`config.mk`:
```
export PLATFORM = sky130hd
export DESIGN_NAME = csa_accum_seq_flat
export DESIGN_NICKNAME = d
export VERILOG_FILES = /design/src/rtl/csa_accum_seq_if.sv /design/src/rtl/csa_accum_seq.sv /design/src/flat_wrapper.sv
export SDC_FILE = /design/constraint.sdc
export NUM_CORES = 1
export LEC_CHECK = 0
export ABC_AREA = 1
export ABC_CLOCK_PERIOD_IN_PS = 7670
export CORE_MARGIN = 2
export CORE_UTILIZATION = 35
export DETAILED_ROUTE_END_ITERATION = 16
export HOLD_SLACK_MARGIN = 0.1
export PLACE_DENSITY_LB_ADDON = 0.05
export SLEW_MARGIN = 10
export SYNTH_ARGS = -nofsm -noshare
export SYNTH_HDL_FRONTEND = slang
export SYNTH_SLANG_ARGS = --single-unit
```
`constraint.sdc`:
```
create_clock -name clk -period 7.67 [get_ports clk]
set_input_delay 1.534 -clock clk [delete_from_list [all_inputs] [get_ports clk]]
set_output_delay 1.534 -clock clk [all_outputs]
set_load 0.01 [all_outputs]
```
`src/rtl/csa_accum_seq_if.sv`:
```
// Operand-in / result-out bus for the carry-save packet accumulator.
// The master drives operand beats and accepts results; the slave (the
// accumulator) flow-controls beats with in_ready and presents results.
interface csa_accum_seq_if #(
  parameter int WIDTH = 32,
  parameter int CNT_W = 8
);
  logic             in_valid;
  logic [WIDTH-1:0] in_data;
  logic             in_last;
  logic             in_ready;
  logic             out_valid;
  logic [WIDTH-1:0] out_data;
  logic [CNT_W-1:0] out_count;
  logic             out_ready;

  modport master (
    output in_valid, in_data, in_last, out_ready,
    input  in_ready, out_valid, out_data, out_count
  );

  modport slave (
    input  in_valid, in_data, in_last, out_ready,
    output in_ready, out_valid, out_data, out_count
  );
endinterface

```
`src/rtl/csa_accum_seq.sv`:
```
// Packet accumulator built around a 5:2 carry-save compressor.
// Operands are collected three at a time, then folded together with the
// redundant (sum, carry) accumulator in one compressor pass. Only after the
// last operand of a packet is the redundant pair resolved by a single
// carry-propagate add, giving the packet sum modulo 2^WIDTH plus a
// saturating operand count.

// 5:2 compressor: s1 + s2 == a1+a2+a3+a4+a5 (mod 2^WIDTH).
// Built as a chain of three 3:2 carry-save stages; no carry propagation.
module compressor5_2 #(
  parameter int WIDTH = 32
) (
  input  logic [WIDTH-1:0] a1_i,
  input  logic [WIDTH-1:0] a2_i,
  input  logic [WIDTH-1:0] a3_i,
  input  logic [WIDTH-1:0] a4_i,
  input  logic [WIDTH-1:0] a5_i,
  output logic [WIDTH-1:0] s1_o,
  output logic [WIDTH-1:0] s2_o
);
  // One 3:2 stage; returns {carry (already shifted left by one), sum}.
  // The carry bit leaving the top position is dropped, which is exactly
  // the modulo-2^WIDTH behaviour wanted.
  function automatic logic [2*WIDTH-1:0] csa3(
    input logic [WIDTH-1:0] x,
    input logic [WIDTH-1:0] y,
    input logic [WIDTH-1:0] z
  );
    logic [WIDTH-1:0] sum_v;
    logic [WIDTH-1:0] maj_v;
    sum_v = x ^ y ^ z;
    maj_v = (x & y) | (x & z) | (y & z);
    return {maj_v[WIDTH-2:0], 1'b0, sum_v};
  endfunction

  logic [WIDTH-1:0] st1_s;
  logic [WIDTH-1:0] st1_c;
  logic [WIDTH-1:0] st2_s;
  logic [WIDTH-1:0] st2_c;

  assign {st1_c, st1_s} = csa3(a1_i, a2_i, a3_i);
  assign {st2_c, st2_s} = csa3(st1_s, st1_c, a4_i);
  assign {s2_o, s1_o}   = csa3(st2_s, st2_c, a5_i);
endmodule

module csa_accum_seq #(
  parameter int WIDTH = 32,
  parameter int CNT_W = 8
) (
  input  logic                clk,
  input  logic                rst_n,
  csa_accum_seq_if.slave      bus
);
  typedef enum logic [1:0] {
    ST_COLLECT  = 2'd0,
    ST_COMPRESS = 2'd1,
    ST_FINAL    = 2'd2,
    ST_DONE     = 2'd3
  } state_t;

  localparam logic [CNT_W-1:0] OPS_MAX = {CNT_W{1'b1}};
  localparam logic [CNT_W-1:0] OPS_ONE = {{(CNT_W-1){1'b0}}, 1'b1};
  localparam logic [WIDTH-1:0] ZERO_W  = {WIDTH{1'b0}};

  // State registers and their next-state values
  state_t           state_q,     state_d;
  logic [WIDTH-1:0] buf0_q,      buf0_d;
  logic [WIDTH-1:0] buf1_q,      buf1_d;
  logic [WIDTH-1:0] buf2_q,      buf2_d;
  logic [1:0]       cnt_q,       cnt_d;
  logic [WIDTH-1:0] acc_s_q,     acc_s_d;
  logic [WIDTH-1:0] acc_c_q,     acc_c_d;
  logic             last_seen_q, last_seen_d;
  logic [CNT_W-1:0] ops_q,       ops_d;
  logic             in_ready_q,  in_ready_d;
  logic             out_valid_q, out_valid_d;
  logic [WIDTH-1:0] out_data_q,  out_data_d;
  logic [CNT_W-1:0] out_count_q, out_count_d;

  // Compressor operands and results
  logic [WIDTH-1:0] comp_a1;
  logic [WIDTH-1:0] comp_a2;
  logic [WIDTH-1:0] comp_a3;
  logic [WIDTH-1:0] comp_s1;
  logic [WIDTH-1:0] comp_s2;
  logic             beat_acc;

  // Buffer slots not filled in this group contribute zero to the fold.
  always_comb begin
    comp_a1 = (cnt_q > 2'd0) ? buf0_q : ZERO_W;
    comp_a2 = (cnt_q > 2'd1) ? buf1_q : ZERO_W;
    comp_a3 = (cnt_q > 2'd2) ? buf2_q : ZERO_W;
  end

  compressor5_2 #(
    .WIDTH (WIDTH)
  ) u_comp (
    .a1_i (comp_a1),
    .a2_i (comp_a2),
    .a3_i (comp_a3),
    .a4_i (acc_s_q),
    .a5_i (acc_c_q),
    .s1_o (comp_s1),
    .s2_o (comp_s2)
  );

  // in_ready_q is only ever high in COLLECT, so this is the beat handshake.
  assign beat_acc = bus.in_valid && in_ready_q;

  // Next-state logic for the whole controller and datapath.
  always_comb begin
    state_d     = state_q;
    buf0_d      = buf0_q;
    buf1_d      = buf1_q;
    buf2_d      = buf2_q;
    cnt_d       = cnt_q;
    acc_s_d     = acc_s_q;
    acc_c_d     = acc_c_q;
    last_seen_d = last_seen_q;
    ops_d       = ops_q;
    in_ready_d  = in_ready_q;
    out_valid_d = out_valid_q;
    out_data_d  = out_data_q;
    out_count_d = out_count_q;

    case (state_q)
      ST_COLLECT: begin
        // in_ready is registered so that it is low through reset and
        // rises on the first edge after reset is released.
        if (beat_acc) begin
          case (cnt_q)
            2'd0:    buf0_d = bus.in_data;
            2'd1:    buf1_d = bus.in_data;
            2'd2:    buf2_d = bus.in_data;
            default: buf0_d = buf0_q;
          endcase
          cnt_d       = cnt_q + 2'd1;
          ops_d       = (ops_q == OPS_MAX) ? ops_q : (ops_q + OPS_ONE);
          last_seen_d = bus.in_last;
          if ((cnt_q == 2'd2) || bus.in_last) begin
            state_d    = ST_COMPRESS;
            in_ready_d = 1'b0;
          end else begin
            state_d    = ST_COLLECT;
            in_ready_d = 1'b1;
          end
        end else begin
          in_ready_d = 1'b1;
        end
      end

      ST_COMPRESS: begin
        acc_s_d = comp_s1;
        acc_c_d = comp_s2;
        cnt_d   = 2'd0;
        buf0_d  = ZERO_W;
        buf1_d  = ZERO_W;
        buf2_d  = ZERO_W;
        if (last_seen_q) begin
          state_d    = ST_FINAL;
          in_ready_d = 1'b0;
        end else begin
          state_d    = ST_COLLECT;
          in_ready_d = 1'b1;
        end
      end

      ST_FINAL: begin
        // The single carry-propagate add of the packet; carry-out dropped.
        out_data_d  = acc_s_q + acc_c_q;
        out_count_d = ops_q;
        out_valid_d = 1'b1;
        in_ready_d  = 1'b0;
        state_d     = ST_DONE;
      end

      ST_DONE: begin
        if (out_valid_q && bus.out_ready) begin
          out_valid_d = 1'b0;
          acc_s_d     = ZERO_W;
          acc_c_d     = ZERO_W;
          ops_d       = {CNT_W{1'b0}};
          last_seen_d = 1'b0;
          in_ready_d  = 1'b1;
          state_d     = ST_COLLECT;
        end else begin
          in_ready_d  = 1'b0;
          state_d     = ST_DONE;
        end
      end

      default: begin
        state_d    = ST_COLLECT;
        in_ready_d = 1'b1;
      end
    endcase
  end

  // Controller and datapath registers; async reset discards all packet state.
  always_ff @(posedge clk or negedge rst_n) begin
    if (!rst_n) begin
      state_q     <= ST_COLLECT;
      buf0_q      <= ZERO_W;
      buf1_q      <= ZERO_W;
      buf2_q      <= ZERO_W;
      cnt_q       <= 2'd0;
      acc_s_q     <= ZERO_W;
      acc_c_q     <= ZERO_W;
      last_seen_q <= 1'b0;
      ops_q       <= {CNT_W{1'b0}};
      in_ready_q  <= 1'b0;
      out_valid_q <= 1'b0;
      out_data_q  <= ZERO_W;
      out_count_q <= {CNT_W{1'b0}};
    end else begin
      state_q     <= state_d;
      buf0_q      <= buf0_d;
      buf1_q      <= buf1_d;
      buf2_q      <= buf2_d;
      cnt_q       <= cnt_d;
      acc_s_q     <= acc_s_d;
      acc_c_q     <= acc_c_d;
      last_seen_q <= last_seen_d;
      ops_q       <= ops_d;
      in_ready_q  <= in_ready_d;
      out_valid_q <= out_valid_d;
      out_data_q  <= out_data_d;
      out_count_q <= out_count_d;
    end
  end

  assign bus.in_ready  = in_ready_q;
  assign bus.out_valid = out_valid_q;
  assign bus.out_data  = out_data_q;
  assign bus.out_count = out_count_q;
endmodule

```
`src/flat_wrapper.sv`:
```
// flat-port wrapper written by rule: the top's interface ports become plain ports
module csa_accum_seq_flat 
#(
  parameter int WIDTH = 32,
  parameter int CNT_W = 8
)
  (clk, rst_n, bus_in_valid, bus_in_data, bus_in_last, bus_out_ready, bus_in_ready, bus_out_valid, bus_out_data, bus_out_count);
  csa_accum_seq_if #(.WIDTH(WIDTH), .CNT_W(CNT_W)) bus_i ();
  input  logic clk;
  input  logic rst_n;
  input wire logic [$bits(bus_i.in_valid)-1:0] bus_in_valid;
  input wire logic [$bits(bus_i.in_data)-1:0] bus_in_data;
  input wire logic [$bits(bus_i.in_last)-1:0] bus_in_last;
  input wire logic [$bits(bus_i.out_ready)-1:0] bus_out_ready;
  output wire logic [$bits(bus_i.in_ready)-1:0] bus_in_ready;
  output wire logic [$bits(bus_i.out_valid)-1:0] bus_out_valid;
  output wire logic [$bits(bus_i.out_data)-1:0] bus_out_data;
  output wire logic [$bits(bus_i.out_count)-1:0] bus_out_count;
  assign bus_i.in_valid = bus_in_valid;
  assign bus_i.in_data = bus_in_data;
  assign bus_i.in_last = bus_in_last;
  assign bus_i.out_ready = bus_out_ready;
  assign bus_in_ready = bus_i.in_ready;
  assign bus_out_valid = bus_i.out_valid;
  assign bus_out_data = bus_i.out_data;
  assign bus_out_count = bus_i.out_count;
  csa_accum_seq #(.WIDTH(WIDTH), .CNT_W(CNT_W)) u_core (.clk(clk), .rst_n(rst_n), .bus(bus_i));
endmodule
```
==> summary.md <==
| Metric | Value |
|---|---|
| Core area | 37,500 sq um |
| Internal power | 3.17 mW |
| Ys flop type | dfrtp_1 |
| Fillers | 3,887 |
| Initial Util | 35.3% |
| Peak supply drop | 0.000167 V |
| Final period utilization | 43.3% |
| Yosys reg bits | 213 |
| Rel. slew slack | 32.8% |
| Die Height | 199 um |
| Post-synthesis async set-or-reset flop share | 100% |
| DR WL/cell | 14.9 um |
| CP max-delay cell | ha_2 |
| CTS tree | done |
| LEAKAGE | 7.51 nW |
| Share of cells above drive strength 1 | 6.29% |
| Final Hold Viols | 0 |
| Global-route wire length before repair | 54,300 um |
| Ports | 79 |
| Final ANT Viol Nets | 0 |
| Cell family with most CP delay | adder cells |
| Pwr dens | 332 nW/um^2 |
| Switching share of total power | 38.2% |
| Mapped Nets | 1,748 |
| WP buf/inv | 2 |
| Initial DRC count | 445 |
| Number of synthesized flops with an enable pin | 0 |
| Residual DRC count | 0 |
| Hold Path Depth | 2 |
| PortBufs | 78 |
| Worst EP required | 8050 ps |
| Vias in the first global route | 10,068 |
| Routed vias/inst | 4.50 |
| Synth area leaders | dfrtp_1 (40%), fa_1 (14%), nand2_1 (11%), inv_1 (10%), nor2_1 (3.8%) |
| Cells along the critical path | inv_1 > ha_2 > nor2_1 > fa_1 > inv_1 > fa_1 > fa_1 > o22ai_1 |
| Final min period | 3320 ps |
| Worst hold slack | 474 ps |
| Row Count | 71 |
| Comb pwr share | 40.7% |
| Gr usage total | 17.4% |
| Post-Layout Cell Count | 2,180 |
| Post-synth top area share | 40.2% |
| Commonest non-fill, non-tap cells in the layout | nand2_1 (372), inv_1 (357), dfrtp_1 (213) |
| Synthesized instance count | 1,584 |
| Worst slew pin tran | 1010 ps |
| Cell taking the most area after synthesis | dfrtp_1 |
| Post-route cell area | 15,500 sq um |
| Nets@finish | 1,815 |
| Largest net degree at the start of global routing | 166 |
| Die width | 199 um |
| CP Capture Type | flop |
| Psw | 1.97 mW |
| Clk_lat worst skew | 540 ps |
| Hold crit path type | flop to flop |
| RSZ-0062 raised after global routing | false |
| Most used cell, CP | fa_1 |
| Cts repair resizes | 0 |
| Setup Skew | 10.4 ps |
| Worst path arrival time | 3700 ps |
| Sequential area share after synthesis | 40.2% |
| H-tree levels | 1 |
| Num CTS Buffers | 27 |
| Crit-path max cell delay | 690 ps |
| Root buffer cell | clkbuf_16 |
| Commonest non-fill, non-tap cell in the layout | nand2_1 |
| Mapped Area | 13,200 sq um |
| Power share of the clock group | 26.2% |
| Clock-pin slew on the worst setup and hold paths | 60 ps |
| Max Slew Vio Count | 0 |
| Outcome | finished clean |
| Yosys warning total | 0 |
| Overflow after GRT | 0 |
| Final HPWL DP | 23,600 um |
| RePlAce Congestion | 0.818 |
| Post-synthesis cell type count | 34 |
| Worst Path Max Fanout | 31 |
| Crit path depth | 8 |
| DP Area | 14,500 sq um |
| CP startpoint kind | flop |
| Mapped Avg Cell Area | 8.36 sq um |
| First-pass DRT Iterations | 5 |
| Via Count | 9,801 |
| Post CTS Setup Buffer Count | 0 |
| Final wirelength | 32,400 um |
| Maxcap violations | 0 |
| Antenna diode count | 0 |
| Total clock sinks | 213 |
| Buffer levels on the longest clock path | 3 |
| FF-to-FF path depth | 8 |
| Peak Freq | 301 MHz |
| # setup viols final | 0 |
| P&R area growth vs syn | 16.7% |
| Total negative slack | 0 ps |
| DIE AREA | 39,400 sq um |
| Initial antenna violation count | 0 |
| Placed cells | 2,133 |
| CP Class | flop to flop |
| Sequential cell fraction of total power | 33.1% |
| CTS Hold Buffers Added | 0 |
-- power by group through the flow --
stage	Sequential (mW)	Combinational [mW]	Clock [mW]
after floorplan	1.70	1.51	0
after global placement	1.71	2.10	0
after detailed placement	1.72	2.13	0
after CTS	1.70	2.14	1.38
after global routing	1.75	2.41	1.43
final	1.70	2.09	1.35
-- tightest hold or removal path: cells and delay by family, from the launching register on --
kind / cells / cell delay [ps]
flip-flops: 1 / 340
AND/OR/NAND/NOR: 2 / 100
-- layer usage --
metal  global-route usage [%]  share of wire (%)  up-vias
met1                     26.9                 53     4635
li1                         -                  -     4952
met2                     25.8                 41      171
met5                        0                  0        -
met4                     4.17                2.0        0
met3                     2.10                3.9       43
-- synth_stat cells (all sizes together), types with 4 or more instances --
master,count
a21oi,21
and2,4
buf,24
clkbuf,23
dfrtp,213
fa,91
ha,36
inv,363
mux2,36
nand2,378
nand3,55
nand4,11
nor2,136
nor3,9
o21ai,99
o22ai,55
xnor2,13
xor2,5
-- registers in the layout (all words and copies together) (netlist names), 8 cells and up --
signal and cells:
u_core.buf1_q 32, u_core.bus.out_count 8, u_core.buf0_q 32, u_core.acc_c_q 30, u_core.buf2_q 32, u_core.acc_s_q 32
u_core.ops_q 8, u_core.bus.out_data 32
-- through the flow --
| stage | worst slack, ps | util [%] | total power [mW] |
|---|---|---|---|
| floorplan | 4770 | - | 3.20 |
| CTS | 4270 | 41.2 | 5.22 |
| global placement | 4120 | 38.7 | 3.82 |
| global route | 4120 | 41.2 | 5.59 |
| detailed placement | 4080 | 38.7 | 3.85 |
| finish | 4350 | 41.2 | 5.14 |
-- path summary, 6_finish.rpt --
path / from / slack [ps] / end
max: u_core.cnt_q[1] / 4350 / u_core.acc_s_q[2]
min: u_core.bus.out_data[25] / 470 / u_core.bus.out_data[25]
max reg2reg: u_core.cnt_q[1] / 4350 / u_core.acc_s_q[2]
min reg2reg: u_core.bus.out_data[25] / 470 / u_core.bus.out_data[25]
max in group asynchronous: rst_n / 5370 / u_core.acc_s_q[18]
min in group asynchronous: rst_n / 950 / u_core.bus.out_count[1]
-- logic make-up after synthesis --
kind of cell	count (synthesis)	share of synthesized area (%)
simple gates	598	18.2
buf+inv	410	12.0
flops	213	40.2
compound gates	182	7.57
fa+ha+maj	127	17.2
mux	36	3.57
xor+xnor	18	1.19
-- cell type report --
cell class / instances / area [sq um] / share of cell area, %
inverters: 363 / 1360 / 8.81
repair buffers: 85 / 850 / 5.49
flip-flops and latches: 213 / 5330 / 34.5
well taps: 511 / 639 / 4.13
multi-input cells: 961 / 6340 / 41.0
clock inverters: 7 / 141 / 0.914
clock buffers: 40 / 805 / 5.20
(Power assumes the default switching activity.)
